File: src/rtl/morse_pkg.sv
// Shared constants for the morse playback engine: symbol codes, FSM encodings,
// default timing units and small helpers.
package morse_pkg;

   localparam logic [1:0] SYM_NONE = 2'b00;
   localparam logic [1:0] SYM_DOT  = 2'b01;
   localparam logic [1:0] SYM_DASH = 2'b11;

   localparam logic [3:0] S_IDLE  = 4'd0;
   localparam logic [3:0] S_FETCH = 4'd1;
   localparam logic [3:0] S_WAIT  = 4'd2;
   localparam logic [3:0] S_LOAD  = 4'd3;
   localparam logic [3:0] S_MARK  = 4'd4;
   localparam logic [3:0] S_SGAP  = 4'd5;
   localparam logic [3:0] S_LGAP  = 4'd6;
   localparam logic [3:0] S_DONE  = 4'd7;

   localparam int unsigned DEF_DOT_UNITS  = 1;
   localparam int unsigned DEF_DASH_UNITS = 3;
   localparam int unsigned DEF_SYM_GAP    = 1;
   localparam int unsigned DEF_LETTER_GAP = 3;

   // Code 10 is not a legal symbol and plays as end-of-letter.
   function automatic logic [1:0] sym_norm(input logic [1:0] p);
      return (p == 2'b10) ? SYM_NONE : p;
   endfunction

   function automatic int unsigned max_u(input int unsigned a, input int unsigned b);
      return (a > b) ? a : b;
   endfunction

endpackage

File: src/rtl/morse_transmitter_if.sv
// Playback port bundle: tick/start control, RAM read port and key outputs.
// Defining MORSE_TX_LOOP_EN adds the loop control input.
interface morse_transmitter_if #(
   parameter int unsigned ADDR_W = 4,
   parameter int unsigned WORD_W = 10
);
   logic              tick;
   logic              start;
   logic [ADDR_W:0]   num_words;
   logic              rd_en;
   logic [ADDR_W-1:0] rd_addr;
   logic [WORD_W-1:0] rd_data;
   logic              key_out;
   logic [1:0]        sym;
   logic              busy;
   logic              done;
`ifdef MORSE_TX_LOOP_EN
   logic              loop;

   modport master (input tick, start, num_words, rd_data, loop,
                   output rd_en, rd_addr, key_out, sym, busy, done);
   modport slave  (output tick, start, num_words, rd_data, loop,
                   input rd_en, rd_addr, key_out, sym, busy, done);
`else
   modport master (input tick, start, num_words, rd_data,
                   output rd_en, rd_addr, key_out, sym, busy, done);
   modport slave  (output tick, start, num_words, rd_data,
                   input rd_en, rd_addr, key_out, sym, busy, done);
`endif
endinterface

File: src/rtl/morse_tick_timer.sv
// Loadable down-counter advanced by tick; expire fires on the tick that ends the interval.
module morse_tick_timer #(
   parameter int unsigned CNT_W = 3
) (
   input  logic             clock,
   input  logic             reset,
   input  logic             i_tick,
   input  logic             i_load,
   input  logic [CNT_W-1:0] i_load_val,
   output logic             o_expire
);

   logic [CNT_W-1:0] r_cnt;

   // Load wins over decrement so a back-to-back interval starts at full length.
   always_ff @(posedge clock or posedge reset) begin
      if (reset) begin
         r_cnt <= '0;
      end else if (i_load) begin
         r_cnt <= i_load_val;
      end else if (i_tick && (r_cnt != '0)) begin
         r_cnt <= r_cnt - 1'b1;
      end
   end

   assign o_expire = i_tick && (r_cnt == CNT_W'(1));

endmodule

File: src/rtl/morse_transmitter.sv
// Morse playback engine: fetches letter words from RAM and keys them out as timed marks/spaces.
// Optional MORSE_TX_LOOP_EN repeats playback from address 0 while loop is held.
module morse_transmitter
   import morse_pkg::*;
#(
   parameter int unsigned ADDR_W     = 4,
   parameter int unsigned WORD_W     = 10,
   parameter int unsigned DOT_UNITS  = DEF_DOT_UNITS,
   parameter int unsigned DASH_UNITS = DEF_DASH_UNITS,
   parameter int unsigned SYM_GAP    = DEF_SYM_GAP,
   parameter int unsigned LETTER_GAP = DEF_LETTER_GAP
) (
   input logic                 clock,
   input logic                 reset,
   morse_transmitter_if.master bus
);

   localparam int unsigned N_SYM = WORD_W / 2;
   localparam int unsigned IDX_W = $clog2(N_SYM + 1);
   localparam int unsigned CNT_W = $clog2(max_u(DASH_UNITS, LETTER_GAP)) + 1;

   logic [3:0]        r_state;
   logic [ADDR_W-1:0] r_addr;
   logic [ADDR_W:0]   r_num;
   logic [WORD_W-1:0] r_shift;
   logic [IDX_W-1:0]  r_idx;
   logic              r_key;
   logic [1:0]        r_sym;
   logic              r_rd_en;

   logic [3:0]        w_state_d;
   logic              w_load;
   logic [CNT_W-1:0]  w_load_val;
   logic              w_expire;
   logic [1:0]        w_pair_mark;
   logic [WORD_W-1:0] w_shifted;
   logic [1:0]        w_pair_ld;
   logic [1:0]        w_pair_cur;
   logic [1:0]        w_pair_nx;
   logic [IDX_W-1:0]  w_idx_nx;
   logic              w_last;
   logic              w_loop;

   function automatic logic [CNT_W-1:0] mark_units(input logic [1:0] p);
      return (p == SYM_DASH) ? CNT_W'(DASH_UNITS) : CNT_W'(DOT_UNITS);
   endfunction

   assign w_shifted  = r_shift << 2;
   assign w_pair_ld  = sym_norm(bus.rd_data[WORD_W-1 -: 2]);
   assign w_pair_cur = sym_norm(r_shift[WORD_W-1 -: 2]);
   assign w_pair_nx  = sym_norm(w_shifted[WORD_W-1 -: 2]);
   assign w_idx_nx   = r_idx + 1'b1;
   assign w_last     = ({1'b0, r_addr} == (r_num - 1'b1));
`ifdef MORSE_TX_LOOP_EN
   assign w_loop     = bus.loop;
`else
   assign w_loop     = 1'b0;
`endif

   morse_tick_timer #(
      .CNT_W (CNT_W)
   ) u_timer (
      .clock      (clock),
      .reset      (reset),
      .i_tick     (bus.tick),
      .i_load     (w_load),
      .i_load_val (w_load_val),
      .o_expire   (w_expire)
   );

   always_comb begin
      w_state_d   = r_state;
      w_load      = 1'b0;
      w_load_val  = '0;
      w_pair_mark = SYM_NONE;
      unique case (r_state)
         S_IDLE:  if (bus.start) w_state_d = (bus.num_words != '0) ? S_FETCH : S_DONE;
         S_FETCH: w_state_d = S_WAIT;
         S_WAIT:  w_state_d = S_LOAD;
         S_LOAD: begin
            w_load = 1'b1;
            if (w_pair_ld != SYM_NONE) begin
               w_state_d   = S_MARK;
               w_load_val  = mark_units(w_pair_ld);
               w_pair_mark = w_pair_ld;
            end else begin
               w_state_d  = S_LGAP;
               w_load_val = CNT_W'(LETTER_GAP);
            end
         end
         S_MARK: begin
            if (w_expire) begin
               w_load = 1'b1;
               if ((w_idx_nx == IDX_W'(N_SYM)) || (w_pair_nx == SYM_NONE)) begin
                  w_state_d  = S_LGAP;
                  w_load_val = CNT_W'(LETTER_GAP);
               end else begin
                  w_state_d  = S_SGAP;
                  w_load_val = CNT_W'(SYM_GAP);
               end
            end
         end
         S_SGAP: begin
            if (w_expire) begin
               w_load      = 1'b1;
               w_state_d   = S_MARK;
               w_load_val  = mark_units(w_pair_cur);
               w_pair_mark = w_pair_cur;
            end
         end
         S_LGAP: begin
            if (w_expire) w_state_d = (w_last && !w_loop) ? S_DONE : S_FETCH;
         end
         S_DONE:  w_state_d = S_IDLE;
         default: w_state_d = S_IDLE;
      endcase
   end

   always_ff @(posedge clock or posedge reset) begin
      if (reset) begin
         r_state <= S_IDLE;
         r_addr  <= '0;
         r_num   <= '0;
         r_shift <= '0;
         r_idx   <= '0;
         r_key   <= 1'b0;
         r_sym   <= SYM_NONE;
         r_rd_en <= 1'b0;
      end else begin
         r_state <= w_state_d;
         r_rd_en <= (w_state_d == S_FETCH);
         r_key   <= (w_state_d == S_MARK);
         // Symbol is captured on MARK entry and held for the whole mark.
         if (w_state_d != S_MARK) begin
            r_sym <= SYM_NONE;
         end else if (r_state != S_MARK) begin
            r_sym <= w_pair_mark;
         end
         if ((r_state == S_IDLE) && bus.start) begin
            r_num  <= bus.num_words;
            r_addr <= '0;
         end
         if (r_state == S_LOAD) begin
            r_shift <= bus.rd_data;
            r_idx   <= '0;
         end
         if ((r_state == S_MARK) && w_expire) begin
            r_shift <= w_shifted;
            r_idx   <= w_idx_nx;
         end
         if ((r_state == S_LGAP) && (w_state_d == S_FETCH)) begin
            r_addr <= w_last ? '0 : r_addr + 1'b1;
         end
      end
   end

   assign bus.rd_en   = r_rd_en;
   assign bus.rd_addr = r_addr;
   assign bus.key_out = r_key;
   assign bus.sym     = r_sym;
   assign bus.busy    = (r_state != S_IDLE);
   assign bus.done    = (r_state == S_DONE);

endmodule
File: src/flat_wrapper.sv
// flat-port wrapper written by rule: the top's interface ports become plain ports
module morse_transmitter_flat import morse_pkg::*;
#(
   parameter int unsigned ADDR_W     = 4,
   parameter int unsigned WORD_W     = 10,
   parameter int unsigned DOT_UNITS  = DEF_DOT_UNITS,
   parameter int unsigned DASH_UNITS = DEF_DASH_UNITS,
   parameter int unsigned SYM_GAP    = DEF_SYM_GAP,
   parameter int unsigned LETTER_GAP = DEF_LETTER_GAP
)
  (clock, reset, bus_tick, bus_start, bus_num_words, bus_rd_data, bus_rd_en, bus_rd_addr, bus_key_out, bus_sym, bus_busy, bus_done);
  morse_transmitter_if #(.ADDR_W(ADDR_W), .WORD_W(WORD_W)) bus_i ();
  input logic clock;
  input logic reset;
  input wire logic [$bits(bus_i.tick)-1:0] bus_tick;
  input wire logic [$bits(bus_i.start)-1:0] bus_start;
  input wire logic [$bits(bus_i.num_words)-1:0] bus_num_words;
  input wire logic [$bits(bus_i.rd_data)-1:0] bus_rd_data;
  output wire logic [$bits(bus_i.rd_en)-1:0] bus_rd_en;
  output wire logic [$bits(bus_i.rd_addr)-1:0] bus_rd_addr;
  output wire logic [$bits(bus_i.key_out)-1:0] bus_key_out;
  output wire logic [$bits(bus_i.sym)-1:0] bus_sym;
  output wire logic [$bits(bus_i.busy)-1:0] bus_busy;
  output wire logic [$bits(bus_i.done)-1:0] bus_done;
  assign bus_i.tick = bus_tick;
  assign bus_i.start = bus_start;
  assign bus_i.num_words = bus_num_words;
  assign bus_i.rd_data = bus_rd_data;
  assign bus_rd_en = bus_i.rd_en;
  assign bus_rd_addr = bus_i.rd_addr;
  assign bus_key_out = bus_i.key_out;
  assign bus_sym = bus_i.sym;
  assign bus_busy = bus_i.busy;
  assign bus_done = bus_i.done;
  morse_transmitter #(.ADDR_W(ADDR_W), .WORD_W(WORD_W), .DOT_UNITS(DOT_UNITS), .DASH_UNITS(DASH_UNITS), .SYM_GAP(SYM_GAP), .LETTER_GAP(LETTER_GAP)) u_core (.clock(clock), .reset(reset), .bus(bus_i));
endmodule
File: config.mk
export PLATFORM = sky130hd
export DESIGN_NAME = morse_transmitter_flat
export DESIGN_NICKNAME = d
export VERILOG_FILES = /design/src/rtl/morse_pkg.sv /design/src/rtl/morse_transmitter_if.sv /design/src/rtl/morse_tick_timer.sv /design/src/rtl/morse_transmitter.sv /design/src/flat_wrapper.sv
export SDC_FILE = /design/constraint.sdc
export NUM_CORES = 1
export LEC_CHECK = 0
export ABC_AREA = 1
export BUFFER_PORTS_ARGS = -buffer_cell sky130_fd_sc_hd__buf_2
export CORE_UTILIZATION = 35
export CTS_BUF_LIST = sky130_fd_sc_hd__clkbuf_8 sky130_fd_sc_hd__clkbuf_16
export CTS_CLUSTER_SIZE = 20
export DETAILED_ROUTE_END_ITERATION = 10
export PLACE_DENSITY = 0.64
export SKIP_CTS_REPAIR_TIMING = 1
export SYNTH_ARGS = -nofsm -noshare
export SYNTH_HDL_FRONTEND = slang
export SYNTH_SLANG_ARGS = --single-unit
File: constraint.sdc
create_clock -name clock -period 5.3 [get_ports clock]
set_input_delay 0.795 -clock clock [delete_from_list [all_inputs] [get_ports clock]]
set_output_delay 0.795 -clock clock [all_outputs]
set_load 0.02 [all_outputs]
==> out/results.ini, run 1 <==
[finish]
fillers = 541
drive_above_1_share_pct = 23.91
n_antenna_cell = 0
design_area_um2 = 2205
synthToLayoutAreaGrowth_pct = 15.77
final_nets = 301

[hold_path]
hold_start = u_core.r_shift[2]
hold_path_class = reg -> reg

[route]
drc_errors = 0
drt_wl_total_um = 3806
postRouteAntennaNets = 0
vias = 1582
wl_per_cell_um = 11.00
via_per_inst = 4.572
drtIter0Drc = 60
first_pass_iters = 4

[setup_path]
worstSetupEndpointType = output pin
cp.required_ns = 4.51
cp_max_fo = 8
crit_arrival_ns = 1.30
reg2reg_from = u_core.u_timer.r_cnt[1]
start_kind = flip-flop
crit_path_start = u_core.r_state[1]
crit_type = reg -> out

[clock_network]
path_clk_slew_ns = 0.07
cts_buffers = 5
clock-sinks = 33
ctsRootBufferMaster = clkbuf_8
clk-insertion-delay-late_ns = 0.29
tritoncts = yes
cts_max_level = 2
clockBufferDepth = 2

[sta]
grt_setup_unrepaired = no
post-route-min-period_ns = 2.091
skew_ns = 0.004555
final.period_utilization_pct = 39.46
tns_ns = 0
timing.fmax_ghz = 0.4781
finalSetupViolCount = 0
finalMaxSlewViolations = 0
hold_violations = 0

[floorplan]
die_x_um = 75.76
row_count = 26
die-area_um2 = 5740
pin_count = 29
fp.dieH_um = 75.76
core_um2 = 5172
initial_core_util_pct = 36.82

[logic_synthesis]
postSynthCellCount = 244
syn_area_per_cell_um2 = 7.805
synth_nets = 270
synth_area_um2 = 1904
ys_warn_count = 0
ys_seq_area_share_pct = 43.36
ys_ff_latch = 33
synth_cell_types = 28

[global_routing]
overflow = 0
grtUsageTotal_pct = 15.39
grt_most_used_layer = met2
grt_util_met1_pct = 19.82
grt_first_pass_wirelength_um = 6561
gr-usage-met3_pct = 3.175
grt_pass1_vias = 1494
grt_start_max_net_pins = 34
grt_use_met2_pct = 25.57
antenna_found_initial = 0

[flow_run]
cap_viol_max_count = 0

[place]
placed_area_um2 = 2103
dp_hpwl_um = 2871
io_buffers = 28
routabilityCongestion = 0.8340

[run_status]
status = finished, final reports clean

[power]
leakage_nw = 1.201
vdd_drop_max_mv = 0.2093
power.density_nw_per_um2 = 429.3

## layout by cell type, fill, tap and decap left out, types with 3 or more instances in the layout
cell	instances
xor2_1	4
nand3_1	25
a22o_1	3
clkbuf_8	7
nand4_1	3
nor2_4	7
nand2_2	5
buf_2	28
ha_1	7
nor2_1	12
nand2_1	73
dfrtp_1	33
inv_2	11
a21oi_1	3
o21ai_0	11
inv_1	27
## synth_stat cells (all sizes together)
cell type,number,area share [%]
a21oi,5,1.7
dfrtp,33,43
xor2,4,1.8
o211ai,2,0.79
nand2,78,16
clkbuf,1,0.20
a31o,1,0.46
conb,1,0.20
nand3,26,7.1
o21ai,13,3.4
ha,7,4.6
buf,4,1.7
o22ai,1,0.33
nor4,1,0.66
nand4,3,0.99
nor2,20,6.8
a31oi,2,0.66
inv,38,7.5
a22o,3,1.4
clkinv,1,0.26
## state kept, by name, summed over array words and instances, names as in the netlist
name and flops:
u_core.bus.rd_en 1, u_core.u_timer.r_cnt 3, u_core.r_num 5, u_core.bus.key_out 1
u_core.r_state 4, u_core.bus.rd_addr 4, u_core.r_shift 10, u_core.bus.sym 2
u_core.r_idx 3
## layer usage
metal  vias up  wire length [um]
met3         5               143
met2        34              1715
li1        827                 -
met4         0                48
met5         -                 0
met1       716              1898
## logic make-up (layout without fill, tap and decap cells)
kind of cell | Yosys count | after routing | share of synthesized area, %
and+or+nand+nor | 128 | 128 | 31.60
buffers and inverters | 44 | 76 | 9.658
DFF | 33 | 33 | 43.36
AOI/OAI and AO/OA | 27 | 27 | 8.739
adders and majority gates | 7 | 7 | 4.599
xor gates and xnor gates | 4 | 4 | 1.839
other | 1 | 1 | 0.1969
## worst paths after layout
path	to	slack, ns	cells after the start
max	bus_done	3.21	3
min	u_core.r_shift[2]	0.49	2
max reg2reg	u_core.u_timer.r_cnt[1]	3.36	10
min reg2reg	u_core.r_shift[2]	0.49	2
max in group asynchronous	u_core.r_state[2]	4.39	3
min in group asynchronous	u_core.r_state[3]	0.59	3
## critical path, stage by stage (launching register included)
cell     delay (ns)
dfrtp_1        0.54
nand2_1        0.15
nor2_1         0.15
buf_2          0.18
## power by group
group          switching (W)  leakage (nW)  total (W)  internal [W]
sequential         0.0000600         0.428   0.000396      0.000336
clock              0.0000927        0.0542   0.000210      0.000117
combinational       0.000212         0.719   0.000340      0.000128
## per-stage QoR
step                      hold slack, ns  util, %  worst slack [ns]  std cells  power (W)
after floorplan                   0.4483        -             3.474        244  0.0006650
after global placement            0.4704    40.66             3.156        338  0.0007390
after detailed placement          0.4692    40.66             3.108        338  0.0007414
after CTS                         0.4867    42.62             3.187        346  0.0009555
after global routing              0.5125    42.62             3.137        346   0.001035
final                             0.4850    42.62             3.209        346  0.0009464
## layout make-up
| type | instances | area [um2] | share of cell area [%] |
|---|---|---|---|
| flip-flops and latches | 33 | 825.8 | 37.46 |
| multi-input cells | 167 | 894.6 | 40.58 |
| well taps | 70 | 87.58 | 3.973 |
| inverters | 39 | 147.6 | 6.697 |
| repair buffers | 29 | 147.6 | 6.697 |
| clock inverters | 1 | 5.005 | 0.2270 |
| clock buffers | 7 | 96.34 | 4.370 |
Power figures use the tool's default switching activity.
==> run 2: changes to the inputs <==
- PLACE_DENSITY: 0.64 -> 0.65
- clock period: 5.3 -> 1.85 ns (I/O delays scaled with it)
==> run 2 against run 1 <==
Non-clock buffer count increased by 12; die area unchanged; register-to-register slack got worse by 3.3 ns; global-route usage rose by 0.49 points.
==> out/results.ini, run 2 (synthesis gave the netlist of run 1 again) <==
[route]
first_pass_iters = 4  ; unchanged
drc_errors = 0  ; unchanged
drt_wl_total_um = 4060  ; +6.7%
vias = 1667  ; +5.4%
via_per_inst = 4.669  ; +2.1%
postRouteAntennaNets = 0  ; unchanged
wl_per_cell_um = 11.37  ; +3.4%
drtIter0Drc = 60  ; unchanged

[floorplan]
fp.dieH_um = 75.76  ; unchanged
row_count = 26  ; unchanged
pin_count = 29  ; unchanged
core_um2 = 5172  ; unchanged
die-area_um2 = 5740  ; unchanged
die_x_um = 75.76  ; unchanged
initial_core_util_pct = 36.82  ; unchanged

[setup_path]
r2r_cells = 15  ; +5
path_cells = inv_2, ha_4, nand2_1, nand2_1, nor2_1, nand2_1, nor2_1, nand3_1, nand2_2, nand2_2, nand2_4, nor2_4, nand3_4, nand3_1, nand2_1
crit_family = simple AND/OR/NAND/NOR gates
crit_slowest_cell = dfrtp_1
worst-path-buf-inv = 1  ; unchanged
cp.required_ns = 2.07  ; -2.44 ns
crit_arrival_ns = 2.01  ; +0.71 ns
path_depth = 15  ; +12
crit_top_cell = nand2_1
worstSetupEndpointType = flip-flop
crit_type = reg -> reg
start_kind = flip-flop
cp_max_fo = 4  ; -4
max_stage_delay_ns = 0.40  ; -0.14 ns

[place]
io_buffers = 28  ; unchanged
routabilityCongestion = 0.8800  ; +5.5%
place_ws_ns = 0.01932  ; -3.089 ns
dpl.cell_count = 344  ; +1.8%
dp_hpwl_um = 2969  ; +3.4%

[clock_network]
ctsRootBufferMaster = clkbuf_8
tritoncts = yes
cts_buffers = 5  ; unchanged
clockBufferDepth = 2  ; unchanged
clock-sinks = 33  ; unchanged
cts_max_level = 2  ; unchanged
clk-insertion-delay-late_ns = 0.28  ; about the same
path_clk_slew_ns = 0.07  ; about the same

[finish]
final_nets = 313  ; +4.0%
largest_reg_flops = 10  ; unchanged
top_register = u_core.r_shift
n_antenna_cell = 0  ; unchanged
most-common-layout-cells = nand2_1, dfrtp_1, buf_2, inv_1, nand3_1
final-seq-area_um2 = 825.8  ; unchanged
reg_top3 = u_core.r_shift x10, u_core.r_num x5
stdcell_count = 357  ; +3.2%
drive_above_1_share_pct = 30.31  ; +6.4 points
final_common_cell = nand2_1
multiInputGateArea_um2 = 978.4  ; +9.4%
fillers = 515  ; -4.8%
synthToLayoutAreaGrowth_pct = 24.11

[global_routing]
grt_start_max_net_pins = 34  ; unchanged
antenna_found_initial = 0  ; unchanged
grt_first_pass_wirelength_um = 6844  ; +4.3%
overflow = 0  ; unchanged
grtUsageTotal_pct = 15.89  ; +0.49 points
grt_pass1_vias = 1573  ; +5.3%

[power]
leakage_nw = 1.257  ; +4.7%
power.density_nw_per_um2 = 1199  ; +180%
vdd_drop_max_mv = 0.5869  ; +180%

[sta]
timing.fmax_ghz = 0.5586
hold_violations = 0  ; unchanged
post-route-min-period_ns = 1.790
setup_ws_ns = 0.05991  ; -3.149 ns
grt_setup_unrepaired = yes
final.period_utilization_pct = 96.76
tns_ns = 0  ; unchanged
skew_ns = 0.005057  ; +0.0005021 ns
finalSetupViolCount = 0  ; unchanged
finalMaxSlewViolations = 0  ; unchanged

[flow_run]
cap_viol_max_count = 0  ; unchanged

[hold_path]
hold_path_class = in -> async

[run_status]
status = finished, final reports clean

-- run 2: area by class of cell --
class                           instances  share of cell area, %
Timing Repair Buffer                   41                  10.06
Sequential cell                        33                  34.94
Clock buffer                            6                  3.494
Tap cell                               70                  3.706
Inverter                               39                  6.247
Multi-Input combinational cell        167                  41.40
Clock inverter                          1                 0.1588
-- run 2: worst register-to-register path, stage by stage, from the launching register on --
cell,delay (ns)
dfrtp_1,0.40
inv_2,0.12
ha_4,0.22
nand2_1,0.05
nand2_1,0.05
nor2_1,0.08
nand2_1,0.05
nor2_1,0.10
nand3_1,0.09
nand2_2,0.12
nand2_2,0.09
nand2_4,0.11
nor2_4,0.04
nand3_4,0.09
nand3_1,0.07
nand2_1,0.06
-- run 2: power by group --
part,total [W],leakage [nW],switching [W],internal [W]
clock,0.000539,0.0485,0.000249,0.000289
sequential,0.00114,0.428,0.000176,0.000964
combinational,0.00115,0.780,0.000673,0.000481
-- run 2: worst paths after layout --
| check | slack, ns | end | start |
|---|---|---|---|
| setup / recovery | 0.06 | u_core.bus.rd_addr[2] | u_core.r_num[0] |
| max in group asynchronous | 1.47 | u_core.r_idx[2] | reset |
| min in group clock | 0.21 | u_core.r_shift[2] | bus_rd_data[2] |
| setup reg to reg | 0.06 | u_core.bus.rd_addr[2] | u_core.r_num[0] |
| hold reg to reg | 0.49 | u_core.r_shift[5] | u_core.r_shift[5] |
| hold / removal | 0.07 | u_core.r_num[4] | reset |
-- run 2: layer usage --
layer  share of wire (%)  track usage [%]  up-vias
li1                    -                -      851
met1                  46            19.88      768
met2                  48            27.04       43
met3                 4.6            3.968        5
met4                0.81            4.733        0
met5                   0                0        -
-- run 2: metrics by stage --
stage          util, %  instance area [um2]  total power, W  hold WS [ns]
3_3_place_gp     41.53                 2148        0.002128        0.3968
3_5_place_dp     41.53                 2148        0.002159        0.3945
6_report         45.69                 2364        0.002833       0.07285
4_1_cts          43.20                 2235        0.002708       0.09453
5_1_grt          45.69                 2364        0.003074        0.1418
2_1_floorplan        -                 1904        0.001905        0.3985
